[src/rtl/axi_master_arbiter.sv]
// axi_master_arbiter: grants the crossbar slave path to one of NUM_MASTERS requesters.
// Round-robin among masters, with a priority master (jtag2axi) that may win at most
// MAX_PRIO_BURST times in a row while others wait. A grant is held until txn_done_i,
// or until a watchdog force-releases it after TIMEOUT_CYCLES cycles.
//
//   state | meaning
//   IDLE  | no grant; arbitrate when any request is present
//   GRANT | grant held; waiting for txn_done_i or watchdog expiry
//   GAP   | one dead cycle with no grant so the crossbar muxes hand over cleanly
//
// The round-robin pointer (last_idx_q) only moves on grants made by the rotating scan.
// Priority-path grants leave it alone, otherwise a busy priority master would keep
// resetting the scan start and the highest-numbered non-priority master would starve.
module axi_master_arbiter #(
  parameter int NUM_MASTERS    = 3,
  parameter int PRIO_MASTER    = 2,
  parameter int MAX_PRIO_BURST = 4,
  parameter int TIMEOUT_CYCLES = 1024
) (
  input  logic                           clock_i,
  input  logic                           reset_ni,
  input  logic [NUM_MASTERS-1:0]         req_i,
  input  logic                           txn_done_i,
  output logic [NUM_MASTERS-1:0]         grant_o,
  output logic [$clog2(NUM_MASTERS)-1:0] grant_idx_o,
  output logic                           grant_valid_o,
  output logic                           timeout_o,
  output logic [7:0]                     timeout_cnt_o
);

  localparam int IW = $clog2(NUM_MASTERS);
  localparam int WW = $clog2(TIMEOUT_CYCLES);
  localparam int SW = $clog2(MAX_PRIO_BURST + 1);

  typedef enum logic [1:0] {
    IDLE  = 2'd0,
    GRANT = 2'd1,
    GAP   = 2'd2
  } state_t;

  state_t                 state_q;
  logic [NUM_MASTERS-1:0] grant_q;
  logic [IW-1:0]          grant_idx_q;
  logic                   grant_valid_q;
  logic                   timeout_q;
  logic [7:0]             timeout_cnt_q;
  logic [IW-1:0]          last_idx_q;
  logic [SW-1:0]          prio_streak_q;
  logic [WW-1:0]          wdog_q;

  logic                   others_req_d;
  logic                   prio_win_d;
  logic [IW-1:0]          win_idx_d;
  logic                   scan_found_d;
  logic [IW-1:0]          cand_d;

  // Winner selection: priority master if eligible, else rotating scan after last_idx_q.
  always_comb begin
    others_req_d = |(req_i & ~(NUM_MASTERS'(1) << PRIO_MASTER));
    prio_win_d   = req_i[PRIO_MASTER] &&
                   ((prio_streak_q < SW'(MAX_PRIO_BURST)) || !others_req_d);
    win_idx_d    = IW'(PRIO_MASTER);
    scan_found_d = 1'b0;
    cand_d       = '0;
    if (!prio_win_d) begin
      // The priority master can only reach here when idle or excluded, so always skip it.
      for (int k = 1; k <= NUM_MASTERS; k++) begin
        cand_d = IW'((int'(last_idx_q) + k) % NUM_MASTERS);
        if (!scan_found_d && req_i[cand_d] && (cand_d != IW'(PRIO_MASTER))) begin
          win_idx_d    = cand_d;
          scan_found_d = 1'b1;
        end
      end
    end
  end

  // Arbitration FSM with registered grant, watchdog and timeout bookkeeping.
  always_ff @(posedge clock_i or negedge reset_ni) begin
    if (!reset_ni) begin
      state_q       <= IDLE;
      grant_q       <= '0;
      grant_idx_q   <= '0;
      grant_valid_q <= 1'b0;
      timeout_q     <= 1'b0;
      timeout_cnt_q <= '0;
      last_idx_q    <= IW'(NUM_MASTERS - 1);
      prio_streak_q <= '0;
      wdog_q        <= '0;
    end else begin
      timeout_q <= 1'b0;
      case (state_q)
        IDLE: begin
          if (|req_i) begin
            state_q       <= GRANT;
            grant_q       <= NUM_MASTERS'(1) << win_idx_d;
            grant_idx_q   <= win_idx_d;
            grant_valid_q <= 1'b1;
            wdog_q        <= '0;
            if (prio_win_d) begin
              if (prio_streak_q != SW'(MAX_PRIO_BURST)) prio_streak_q <= prio_streak_q + SW'(1);
            end else begin
              prio_streak_q <= '0;
              last_idx_q    <= win_idx_d;
            end
          end
        end
        GRANT: begin
          if (txn_done_i) begin
            state_q       <= GAP;
            grant_q       <= '0;
            grant_valid_q <= 1'b0;
          end else if (wdog_q == WW'(TIMEOUT_CYCLES - 1)) begin
            state_q       <= GAP;
            grant_q       <= '0;
            grant_valid_q <= 1'b0;
            timeout_q     <= 1'b1;
            if (timeout_cnt_q != 8'hFF) timeout_cnt_q <= timeout_cnt_q + 8'd1;
          end else begin
            wdog_q <= wdog_q + WW'(1);
          end
        end
        GAP:     state_q <= IDLE;
        default: state_q <= IDLE;
      endcase
    end
  end

  assign grant_o       = grant_q;
  assign grant_idx_o   = grant_idx_q;
  assign grant_valid_o = grant_valid_q;
  assign timeout_o     = timeout_q;
  assign timeout_cnt_o = timeout_cnt_q;

endmodule

[config.mk]
export PLATFORM = sky130hd
export DESIGN_NAME = axi_master_arbiter
export DESIGN_NICKNAME = d
export VERILOG_FILES = /design/src/rtl/axi_master_arbiter.sv
export SDC_FILE = /design/constraint.sdc
export NUM_CORES = 1
export LEC_CHECK = 0
export CAP_MARGIN = 5
export CORE_ASPECT_RATIO = 1.25
export CORE_MARGIN = 2
export CORE_UTILIZATION = 35
export CTS_CLUSTER_DIAMETER = 120
export DETAILED_ROUTE_END_ITERATION = 7
export GPL_TIMING_DRIVEN = 0
export PLACE_DENSITY = 0.57
export SYNTH_ARGS = -nofsm -noshare
export SYNTH_HDL_FRONTEND = slang
export SYNTH_SLANG_ARGS = --single-unit
[constraint.sdc]
create_clock -name clock_i -period 2.27 [get_ports clock_i]
set_clock_uncertainty 0.05 [all_clocks]
set_input_delay 0.454 -clock clock_i [delete_from_list [all_inputs] [get_ports clock_i]]
set_output_delay 0.454 -clock clock_i [all_outputs]
set_load 0.005 [all_outputs]
==> results by group, run 1 <==
Outcome
  – Status: complete, no violations

Global routing
  – Tot GR Track Use: 0.147
  – Largest net degree at the start of global routing: 33
  – Initial antenna violation count: 0
  – Vias in the first global route: 1398
  – First-pass GRT wire length: 6420 µm
  – GR Overflow Total: 0

CTS
  – PostCTS Resize Cnt: 0
  – Clock Sinks: 32
  – Clk buf depth: 2
  – Worst-path clk slew: 0.06 ns
  – Clk root buf: clkbuf_8
  – H-tree levels: 2
  – # hold bufs at CTS: 0
  – Cts bufs inserted: 5
  – Setup Buffers After CTS: 0
  – CTS tree: built
  – Clock Latency Late Sink: 0.28 ns

Logic synthesis
  – Post-synthesis compound-gate area fraction: 0.179
  – XOR/XNOR share of the synthesized area: 0.0346
  – Synth Register Bits: 32
  – Mux cell area share after synthesis: 0.0191
  – Simple-gate share of the synthesized area: 0.220
  – Synth cell count leaders: dfrtp_1 (31), nand2_1 (22), o21ai_0 (14)
  – Asr flop ratio synth: 1.00
  – Most frequent cell after synthesis: dfrtp_1
  – Synth Warn #: 0
  – Post-synthesis sequential area ratio: 0.453
  – Number of synthesized flops with an enable pin: 0
  – Syn_nets: 196
  – Fraction of the mapped netlist area in adder cells: 0.0565
  – Synth top area cells: dfrtp_1 (44%), ha_1 (5.6%), nand2_1 (4.7%)
  – Unique masters post-synth: 52
  – Yosys top cell area share: 0.438
  – Top_reg_cell synth: dfrtp_1
  – Largest family of logic cells by synthesized area: simple AND/OR/NAND/NOR gates
  – Biggest area consumer among synthesized cells: dfrtp_1
  – Synthesized instance count: 182
  – Syn avg cell area: 9.73 µm²
  – Mapped Area: 1770 µm²

Power and ir drop
  – Worst vdd ir: 445 µV
  – Internal Power: 1280 µW
  – Clock Power Share: 0.226
  – Reg power frac: 0.393
  – Pwr dens: 935 nW/µm²
  – Logic pwr share: 0.380
  – P_sw: 716 µW
  – Switching share of power: 0.359
  – Lkg Pwr: 0.000936 µW

Worst setup path
  – Levels on crit path: 5
  – Worst Path Buf+Inv: 1
  – CP startpoint: txn_done_i
  – Critical R2R Launch: last_idx_q[1]$_DFFE_PN1P_
  – CP endpoint: wdog_q[7]$_DFFE_PN0P_
  – Worst setup SP type: primary input
  – Critical setup path kind: primary input to flip-flop
  – Cells along the critical path: clkdlybuf4s50_1 -> nor3b_4 -> nand4_2 -> or4_1 -> a21oi_1
  – Reg-to-reg endpoint: grant_o[1]$_DFFE_PN0P_
  – Setup slack, reg-to-reg: 0.26 ns
  – Required time worst endpoint: 2.42 ns
  – Worst Reg2Reg Path Length in Cells: 5
  – Crit-path slowest cell: clkdlybuf4s50_1
  – Crit-path max FO: 6
  – Setup crit end kind: flip-flop
  – Cell family contributing the most delay on the critical path: simple AND/OR/NAND/NOR gates
  – Crit path largest cell delay: 0.52 ns
  – Worst EP arrival: 2.22 ns

Flow run
  – Max Cap Viol: 0

Routing
  – WL final: 3770 µm
  – Iteration count of the initial detailed-routing pass: 4
  – Starting DRT DRC Count: 62
  – Vias per inst: 5.33
  – DRC Markers: 0
  – Final ANT Viol Nets: 0
  – Via Count: 1439
  – WL/cell: 14.0 µm

Floorplan
  – Core region area: 4800 µm²
  – Die area: 5650 µm²
  – Die width: 67.6 µm
  – I/O pin count: 21
  – Die H: 83.5 µm
  – Starting Density: 0.369
  – Rows: 28

Final layout
  – Share of layout cells above drive strength 1: 0.0810
  – Filler Cells Inserted: 475
  – Final #Nets: 223
  – Antenna diodes: 0
  – Area Overhead vs Synth: 20.3%

STA
  – Tcrit/Tclk final: 0.909
  – Tmin final: 2.06 ns
  – Worst rel slew slack: 0.528
  – Slew Limit Fails: 0
  – # setup viols final: 0
  – RSZ-0062 raised after global routing: false
  – Worst-margin pin slew: 0.708 ns
  – WHS: 0.174 ns
  – Final Hold Fails: 0
  – Final Worst Setup Slack: 0.207 ns
  – Max Clk Rate: 485 MHz

Worst hold path
  – Worst hold path class: primary input to asynchronous set/reset pin

Placement
  – Hpwl dp: 2710 µm
  – # port buffers: 20
  – Post-Place Setup Slack: -0.0865 ns
  – GPL Wtd Cong: 0.767
## metrics by stage
step                      TNS [ns]  area, µm²  total power [µW]  std cells   util
after floorplan                  0       1770              1300        182      -
after global placement       -1.02       2050              1550        262  0.426
after detailed placement    -0.209       2040              1560        262  0.425
after CTS                        0       2130              2020        270  0.444
after global routing             0       2130              2160        270  0.444
final                            0       2130              1990        270  0.444
## worst min-delay path by stage
stage	slack, ns	depth (start not counted)	end	startpoint
after CTS	0.21	1	grant_idx_o[1]$_DFFE_PN0P_	reset_ni
after global routing	0.23	1	timeout_cnt_o[7]$_DFFE_PN0P_	reset_ni
after global placement	0.43	2	grant_valid_o$_DFFE_PN0P_	grant_valid_o$_DFFE_PN0P_
final	0.17	1	wdog_q[0]$_DFFE_PN0P_	reset_ni
after detailed placement	0.43	2	grant_valid_o$_DFFE_PN0P_	grant_valid_o$_DFFE_PN0P_
after floorplan	0.11	0	grant_idx_o[0]$_DFFE_PN0P_	reset_ni
## layer usage
layer	part of all wire	vias to the layer above	global-route usage	routed length [µm]
met2	0.50	25	0.242	1900
met4	0.014	0	0.0464	53
li1	-	724	-	-
met1	0.44	684	0.181	1670
met5	0	-	0	0
met3	0.040	6	0.0405	152
## area by class of cell
class | count | area (µm²) | share of cell area
well taps | 60 | 75.1 | 0.0352
repair buffers | 20 | 195 | 0.0915
inverters | 10 | 37.5 | 0.0176
clock buffers | 8 | 90.1 | 0.0423
flip-flops and latches | 32 | 802 | 0.376
multi-input cells | 135 | 902 | 0.423
plain buffers | 5 | 30.0 | 0.0141
## state kept, by name, summed over array words and instances (netlist names)
register       count
prio_streak_q      3
grant_o            3
last_idx_q         2
grant_idx_o        2
wdog_q            10
state_q            2
timeout_o          1
grant_valid_o      1
timeout_cnt_o      8
## placed cells by master (no fill, tap or decap), drive strengths merged, types with 3 or more instances in the layout
cell type	n
a31oi	3
nand2	22
buf	5
inv	10
dfrtp	31
clkbuf	9
mux2	3
nand4	3
nor2	8
o21ai	16
xor2	7
or3	3
and3	4
nand2b	3
clkdlybuf4s50	19
ha	8
a21oi	9
nand3	6
nor3	4
## power groups by stage
stage / sequential (µW) / combinational (µW) / clock (µW)
detailed placement: 797 / 766 / 0
finish: 784 / 759 / 451
global placement: 793 / 757 / 0
floorplan: 778 / 525 / 0
CTS: 787 / 769 / 463
global route: 802 / 867 / 489
## cells by family (layout without fill, tap and decap cells)
logic type / count (synthesis) / in the layout
XOR/XNOR: 7 / 7
flip-flops: 32 / 32
AND/OR/NAND/NOR: 69 / 69
buffers and inverters: 15 / 43
AO/OA/AOI/OAI: 48 / 48
multiplexers: 3 / 3
adder cells (fa/ha/maj): 8 / 8
Note: power is estimated with default switching activity, not from simulation.
==> run 2: changes to the inputs <==
--- a/config.mk
+++ b/config.mk
@@ -6,7 +6,7 @@
 export NUM_CORES = 1
 export LEC_CHECK = 0
 export CAP_MARGIN = 5
-export CORE_ASPECT_RATIO = 1.25
+export CORE_ASPECT_RATIO = 1.2
 export CORE_MARGIN = 2
 export CORE_UTILIZATION = 35
 export CTS_CLUSTER_DIAMETER = 120
==> results by group, run 2 (synthesized netlist as in run 1, its figures left out) <==
Outcome
  – Status: complete, no violations (unchanged)

Global routing
  – Gr busiest metal: met2 (unchanged)
  – Tot GR Track Use: 0.151 (was 0.147)
  – Grt met2 use: 0.252 (was 0.242)
  – Initial antenna violation count: 0 (unchanged)
  – Vias in the first global route: 1444 (was 1398)
  – Largest net degree at the start of global routing: 33 (unchanged)
  – First-pass GRT wire length: 6450 µm (was 6420 µm)
  – Met1 usage: 0.190 (was 0.181)
  – Met3 usage: 0.0370 (was 0.0405)
  – GR Overflow Total: 0 (unchanged)

Floorplan
  – I/O pin count: 21 (unchanged)
  – Die H: 81.9 µm (was 83.5 µm)
  – Starting Density: 0.361 (was 0.369)
  – Die width: 69.0 µm (was 67.6 µm)
  – Die area: 5650 µm² (about the same)
  – Core region area: 4900 µm² (was 4800 µm²)
  – Rows: 28 (unchanged)

Power and ir drop
  – Pwr dens: 987 nW/µm² (was 935 nW/µm²)
  – Worst vdd ir: 490 µV (was 445 µV)
  – Lkg Pwr: 0.000955 µW (was 0.000936 µW)

Placement
  – Dpl cells: 262 (unchanged)
  – GPL Wtd Cong: 0.787 (was 0.767)
  – Area of placed instances: 2040 µm² (unchanged)
  – # port buffers: 20 (unchanged)
  – Hpwl dp: 2650 µm (was 2710 µm)
  – Post-Place Setup Slack: -0.0595 ns (was -0.0865 ns)

CTS
  – H-tree levels: 2 (unchanged)
  – Cts bufs inserted: 5 (unchanged)
  – Clk root buf: clkbuf_8 (unchanged)
  – Setup Buffers After CTS: 0 (unchanged)
  – # hold bufs at CTS: 0 (unchanged)
  – PostCTS Resize Cnt: 0 (unchanged)
  – Clk buf depth: 2 (unchanged)
  – Worst-path clk slew: 0.07 ns (was 0.06 ns)
  – Clock Sinks: 32 (unchanged)
  – Clock Latency Late Sink: 0.28 ns (about the same)
  – CTS tree: built (unchanged)

STA
  – Slew Limit Fails: 0 (unchanged)
  – Worst rel slew slack: 0.510 (was 0.528)
  – Tcrit/Tclk final: 0.894 (was 0.909)
  – Max Clk Rate: 492 MHz (was 485 MHz)
  – Final Hold Fails: 0 (unchanged)
  – # setup viols final: 0 (unchanged)
  – Setup TNS: 0 ns (unchanged)
  – Worst-margin pin slew: 0.735 ns (was 0.708 ns)
  – RSZ-0062 raised after global routing: false (unchanged)
  – Tmin final: 2.03 ns (was 2.06 ns)
  – Final Worst Setup Slack: 0.240 ns (was 0.207 ns)

Worst setup path
  – Critical R2R Launch: last_idx_q[1]$_DFFE_PN1P_ (unchanged)
  – Worst Path Buf+Inv: 0 (was 1)
  – Required time worst endpoint: 2.36 ns (was 2.42 ns)
  – Worst EP arrival: 2.12 ns (was 2.22 ns)
  – Crit-path max FO: 8 (was 6)
  – Cells along the critical path: ha_1 -> nor3b_1 -> o21a_1 -> o32ai_1 -> o21ai_0 (was clkdlybuf4s50_1 -> nor3b_4 -> nand4_2 -> or4_1 -> a21oi_1)
  – Critical setup path kind: flip-flop to flip-flop (was primary input to flip-flop)
  – Setup crit end kind: flip-flop (unchanged)
  – Crit path largest cell delay: 0.55 ns (was 0.52 ns)
  – Worst setup SP type: flip-flop (was primary input)
  – CP startpoint: last_idx_q[1]$_DFFE_PN1P_ (was txn_done_i)
  – Cell family contributing the most delay on the critical path: compound AO/OA/AOI/OAI gates (was simple AND/OR/NAND/NOR gates)
  – Crit-path slowest cell: dfstp_2 (was clkdlybuf4s50_1)

Final layout
  – Filler Cells Inserted: 496 (was 475)
  – Final core occ: 0.442 (was 0.444)
  – Share of layout cells above drive strength 1: 0.0905 (was 0.0810)
  – Max reg flops: 10 (unchanged)
  – Area Overhead vs Synth: 22.4% (was 20.3%)
  – Commonest non-fill, non-tap cells in the layout: dfrtp_1 (31), nand2_1 (22), clkdlybuf4s50_1 (19) (unchanged)
  – Final cell count without fillers: 270 (unchanged)
  – Antenna diodes: 0 (unchanged)
  – Most common cell after layout, fill and taps aside: dfrtp_1 (unchanged)
  – Largest Register: wdog_q (unchanged)
  – Final #Nets: 223 (unchanged)
  – Final instance area: 2170 µm² (was 2130 µm²)

Routing
  – WL/cell: 13.6 µm (was 14.0 µm)
  – Starting DRT DRC Count: 40 (was 62)
  – Iteration count of the initial detailed-routing pass: 4 (unchanged)
  – DRC Markers: 0 (unchanged)
  – Final ANT Viol Nets: 0 (unchanged)
  – WL final: 3680 µm (was 3770 µm)
  – Via Count: 1456 (was 1439)
  – Vias per inst: 5.39 (was 5.33)

Flow run
  – Max Cap Viol: 0 (unchanged)

Worst hold path
  – Worst hold path class: primary input to asynchronous set/reset pin (unchanged)
[run 2: changes by cell type in the layout (fill, tap and decap cells not counted)]
cell and change:
clkbuf_8 +1, bufinv_16 +1, clkbuf_1 -2
[run 2: where the power goes]
part           switching [µW]  total [µW]  leakage, µW  internal (µW)
sequential               93.0         785     0.000424            692
combinational             416         754     0.000466            338
clock                     213         600    0.0000645            387
total                     722        2140     0.000955           1420
[run 2: per-layer routing]
| metal | wire, µm | vias up | share of wire |
|---|---|---|---|
| met4 | 46 | 0 | 0.013 |
| li1 | - | 724 | - |
| met3 | 128 | 5 | 0.035 |
| met1 | 1690 | 705 | 0.46 |
| met2 | 1820 | 22 | 0.49 |
| met5 | 0 | - | 0 |
[run 2: stage by stage]
stage               power (µW)  hold WS (ns)
floorplan                 1300         0.108
global placement          1550         0.427
detailed placement        1560         0.426
CTS                       2170         0.197
global route              2310         0.221
finish                    2140         0.172
[run 2: worst paths after layout]
kind | endpoint | cells after the start | slack, ns
hold reg to reg | grant_valid_o$_DFFE_PN0P_ | 2 | 0.44
setup / recovery | grant_idx_o[0]$_DFFE_PN0P_ | 5 | 0.24
max in group asynchronous | grant_o[0]$_DFFE_PN0P_ | 1 | 1.52
min in group clock_i | grant_valid_o$_DFFE_PN0P_ | 2 | 0.44
hold / removal | wdog_q[8]$_DFFE_PN0P_ | 1 | 0.17
setup reg to reg | grant_idx_o[0]$_DFFE_PN0P_ | 5 | 0.24
[run 2: cell type report]
type / instances / area, µm² / share of cell area
Buffer: 5 / 30.0 / 0.0138
Clock buffer: 7 / 96.3 / 0.0444
Inverter: 10 / 37.5 / 0.0173
Multi-Input combinational cell: 135 / 902 / 0.416
Tap cell: 60 / 75.1 / 0.0346
Sequential cell: 32 / 802 / 0.370
Clock inverter: 1 / 30.0 / 0.0138
Timing Repair Buffer: 20 / 195 / 0.0900
==> run 3: changes to the inputs <==
--- a/config.mk
+++ b/config.mk
@@ -7,7 +7,6 @@
 export LEC_CHECK = 0
 export CAP_MARGIN = 5
 export CORE_ASPECT_RATIO = 1.2
-export CORE_MARGIN = 2
 export CORE_UTILIZATION = 35
 export CTS_CLUSTER_DIAMETER = 120
 export DETAILED_ROUTE_END_ITERATION = 7
==> results by group, run 3 (synthesized netlist as in run 1, its figures left out) <==
Outcome
  – Status: complete, no violations (unchanged)

Floorplan
  – Die area: 5350 µm² (was 5650 µm²)
  – Rows: 28 (unchanged)
  – Die width: 67.0 µm (was 69.0 µm)
  – I/O pin count: 21 (unchanged)
  – Starting Density: 0.361 (unchanged)
  – Core region area: 4900 µm² (unchanged)
  – Die H: 79.9 µm (was 81.9 µm)

CTS
  – Clock Latency Late Sink: 0.28 ns (about the same)
  – Cts bufs inserted: 5 (unchanged)
  – PostCTS Resize Cnt: 0 (unchanged)
  – H-tree levels: 2 (unchanged)
  – # hold bufs at CTS: 0 (unchanged)
  – CTS tree: built (unchanged)
  – Clock Sinks: 32 (unchanged)
  – Clk root buf: clkbuf_8 (unchanged)
  – Setup Buffers After CTS: 0 (unchanged)
  – Clk buf depth: 2 (unchanged)
  – Worst-path clk slew: 0.07 ns (about the same)

STA
  – RSZ-0062 raised after global routing: false (unchanged)
  – Final Worst Setup Slack: 0.162 ns (was 0.240 ns)
  – Slew Limit Fails: 0 (unchanged)
  – Worst rel slew slack: 0.513 (was 0.510)
  – Tcrit/Tclk final: 0.928 (was 0.894)
  – Tmin final: 2.11 ns (was 2.03 ns)
  – Worst-margin pin slew: 0.730 ns (was 0.735 ns)
  – Final Hold Fails: 0 (unchanged)
  – # setup viols final: 0 (unchanged)
  – Max Clk Rate: 474 MHz (was 492 MHz)
  – WHS: 0.181 ns (was 0.172 ns)

Global routing
  – GR Overflow Total: 0 (unchanged)
  – Tot GR Track Use: 0.151 (about the same)
  – Vias in the first global route: 1312 (was 1444)
  – Largest net degree at the start of global routing: 33 (unchanged)
  – First-pass GRT wire length: 6110 µm (was 6450 µm)
  – Initial antenna violation count: 0 (unchanged)

Routing
  – Vias per inst: 5.47 (was 5.39)
  – Starting DRT DRC Count: 40 (unchanged)
  – Iteration count of the initial detailed-routing pass: 4 (unchanged)
  – DRC Markers: 0 (unchanged)
  – Final ANT Viol Nets: 0 (unchanged)
  – WL/cell: 13.9 µm (was 13.6 µm)
  – Via Count: 1472 (was 1456)
  – WL final: 3740 µm (was 3680 µm)

Placement
  – Post-Place Setup Slack: -0.0849 ns (was -0.0595 ns)
  – # port buffers: 20 (unchanged)
  – Hpwl dp: 2670 µm (was 2650 µm)
  – Area of placed instances: 2040 µm² (unchanged)
  – GPL Wtd Cong: 0.768 (was 0.787)

Power and ir drop
  – Worst vdd ir: 403 µV (was 490 µV)
  – Switching share of power: 0.365 (was 0.337)
  – Internal Power: 1240 µW (was 1420 µW)
  – Logic pwr share: 0.389 (was 0.353)
  – P_sw: 714 µW (was 722 µW)
  – Clock Power Share: 0.208 (was 0.281)
  – Reg power frac: 0.403 (was 0.367)
  – Pwr dens: 921 nW/µm² (was 987 nW/µm²)
  – Lkg Pwr: 0.000931 µW (was 0.000955 µW)
  – Total power: 1950 µW (was 2140 µW)

Final layout
  – Antenna diodes: 0 (unchanged)
  – Filler Cells Inserted: 502 (was 496)
  – Final instance area: 2120 µm² (was 2170 µm²)
  – Final core occ: 0.432 (was 0.442)
  – Commonest non-fill, non-tap cells in the layout: dfrtp_1 (31), nand2_1 (22), clkdlybuf4s50_1 (19) (unchanged)
  – Final #Nets: 223 (unchanged)
  – Max reg flops: 10 (unchanged)
  – Share of layout cells above drive strength 1: 0.0813 (was 0.0905)
  – Area Overhead vs Synth: 19.6% (was 22.4%)
  – Largest Register: wdog_q (unchanged)
  – Most common cell after layout, fill and taps aside: dfrtp_1 (unchanged)

Flow run
  – Max Cap Viol: 0 (unchanged)

Worst setup path
  – Crit-path max FO: 8 (unchanged)
  – Worst EP arrival: 2.19 ns (was 2.12 ns)
  – CP startpoint: last_idx_q[1]$_DFFE_PN1P_ (unchanged)
  – Critical R2R Launch: last_idx_q[1]$_DFFE_PN1P_ (unchanged)
  – Setup crit end kind: flip-flop (unchanged)
  – Required time worst endpoint: 2.35 ns (was 2.36 ns)
  – Worst setup SP type: flip-flop (unchanged)
  – Critical setup path kind: flip-flop to flip-flop (unchanged)

Worst hold path
  – Worst hold path class: primary input to asynchronous set/reset pin (unchanged)
[run 3: per-layer routing]
metal | GRT usage | wire length (µm) | vias to the layer above
met3 | 0.0357 | 140 | 4
met2 | 0.247 | 1810 | 25
met5 | 0 | 0 | -
met1 | 0.190 | 1760 | 714
li1 | - | - | 729
met4 | 0.0574 | 35 | 0
[run 3: power by group through the flow]
stage | Combinational (µW) | Clock (µW) | Sequential [µW]
3_5_place_dp | 765 | 0 | 797
6_report | 759 | 406 | 787
5_1_grt | 867 | 440 | 801
2_1_floorplan | 525 | 0 | 778
3_3_place_gp | 760 | 0 | 796
4_1_cts | 767 | 425 | 787
[run 3: metrics by stage]
step	cells	setup TNS, ns
2_1_floorplan	182	0
3_3_place_gp	262	-0.130
3_5_place_dp	262	-0.155
4_1_cts	269	0
5_1_grt	269	0
6_report	269	0
[run 3: critical path: stages (launching register included)]
cell and delay [ns]:
dfstp_2 0.55, ha_1 0.31, nor3b_1 0.18, o21a_1 0.17
o32ai_1 0.55, o21ai_0 0.16
[run 3: worst paths after layout]
check	endpoint	slack, ns	cells past startpoint
setup / recovery	grant_o[1]$_DFFE_PN0P_	0.16	5
hold / removal	wdog_q[6]$_DFFE_PN0P_	0.18	1
setup reg to reg	grant_o[1]$_DFFE_PN0P_	0.16	5
hold reg to reg	timeout_cnt_o[4]$_DFFE_PN0P_	0.44	1
max in group asynchronous	grant_idx_o[1]$_DFFE_PN0P_	1.52	1
min in group clock_i	timeout_cnt_o[4]$_DFFE_PN0P_	0.44	1
[run 3: area by class of cell]
| type | instances | area (µm²) | area share |
|---|---|---|---|
| Buffer | 5 | 30.0 | 0.0142 |
| Sequential cell | 32 | 802 | 0.378 |
| Tap cell | 60 | 75.1 | 0.0354 |
| Timing Repair Buffer | 20 | 195 | 0.0921 |
| Clock inverter | 1 | 5.00 | 0.00236 |
| Inverter | 10 | 37.5 | 0.0177 |
| Clock buffer | 6 | 72.6 | 0.0342 |
| Multi-Input combinational cell | 135 | 902 | 0.426 |
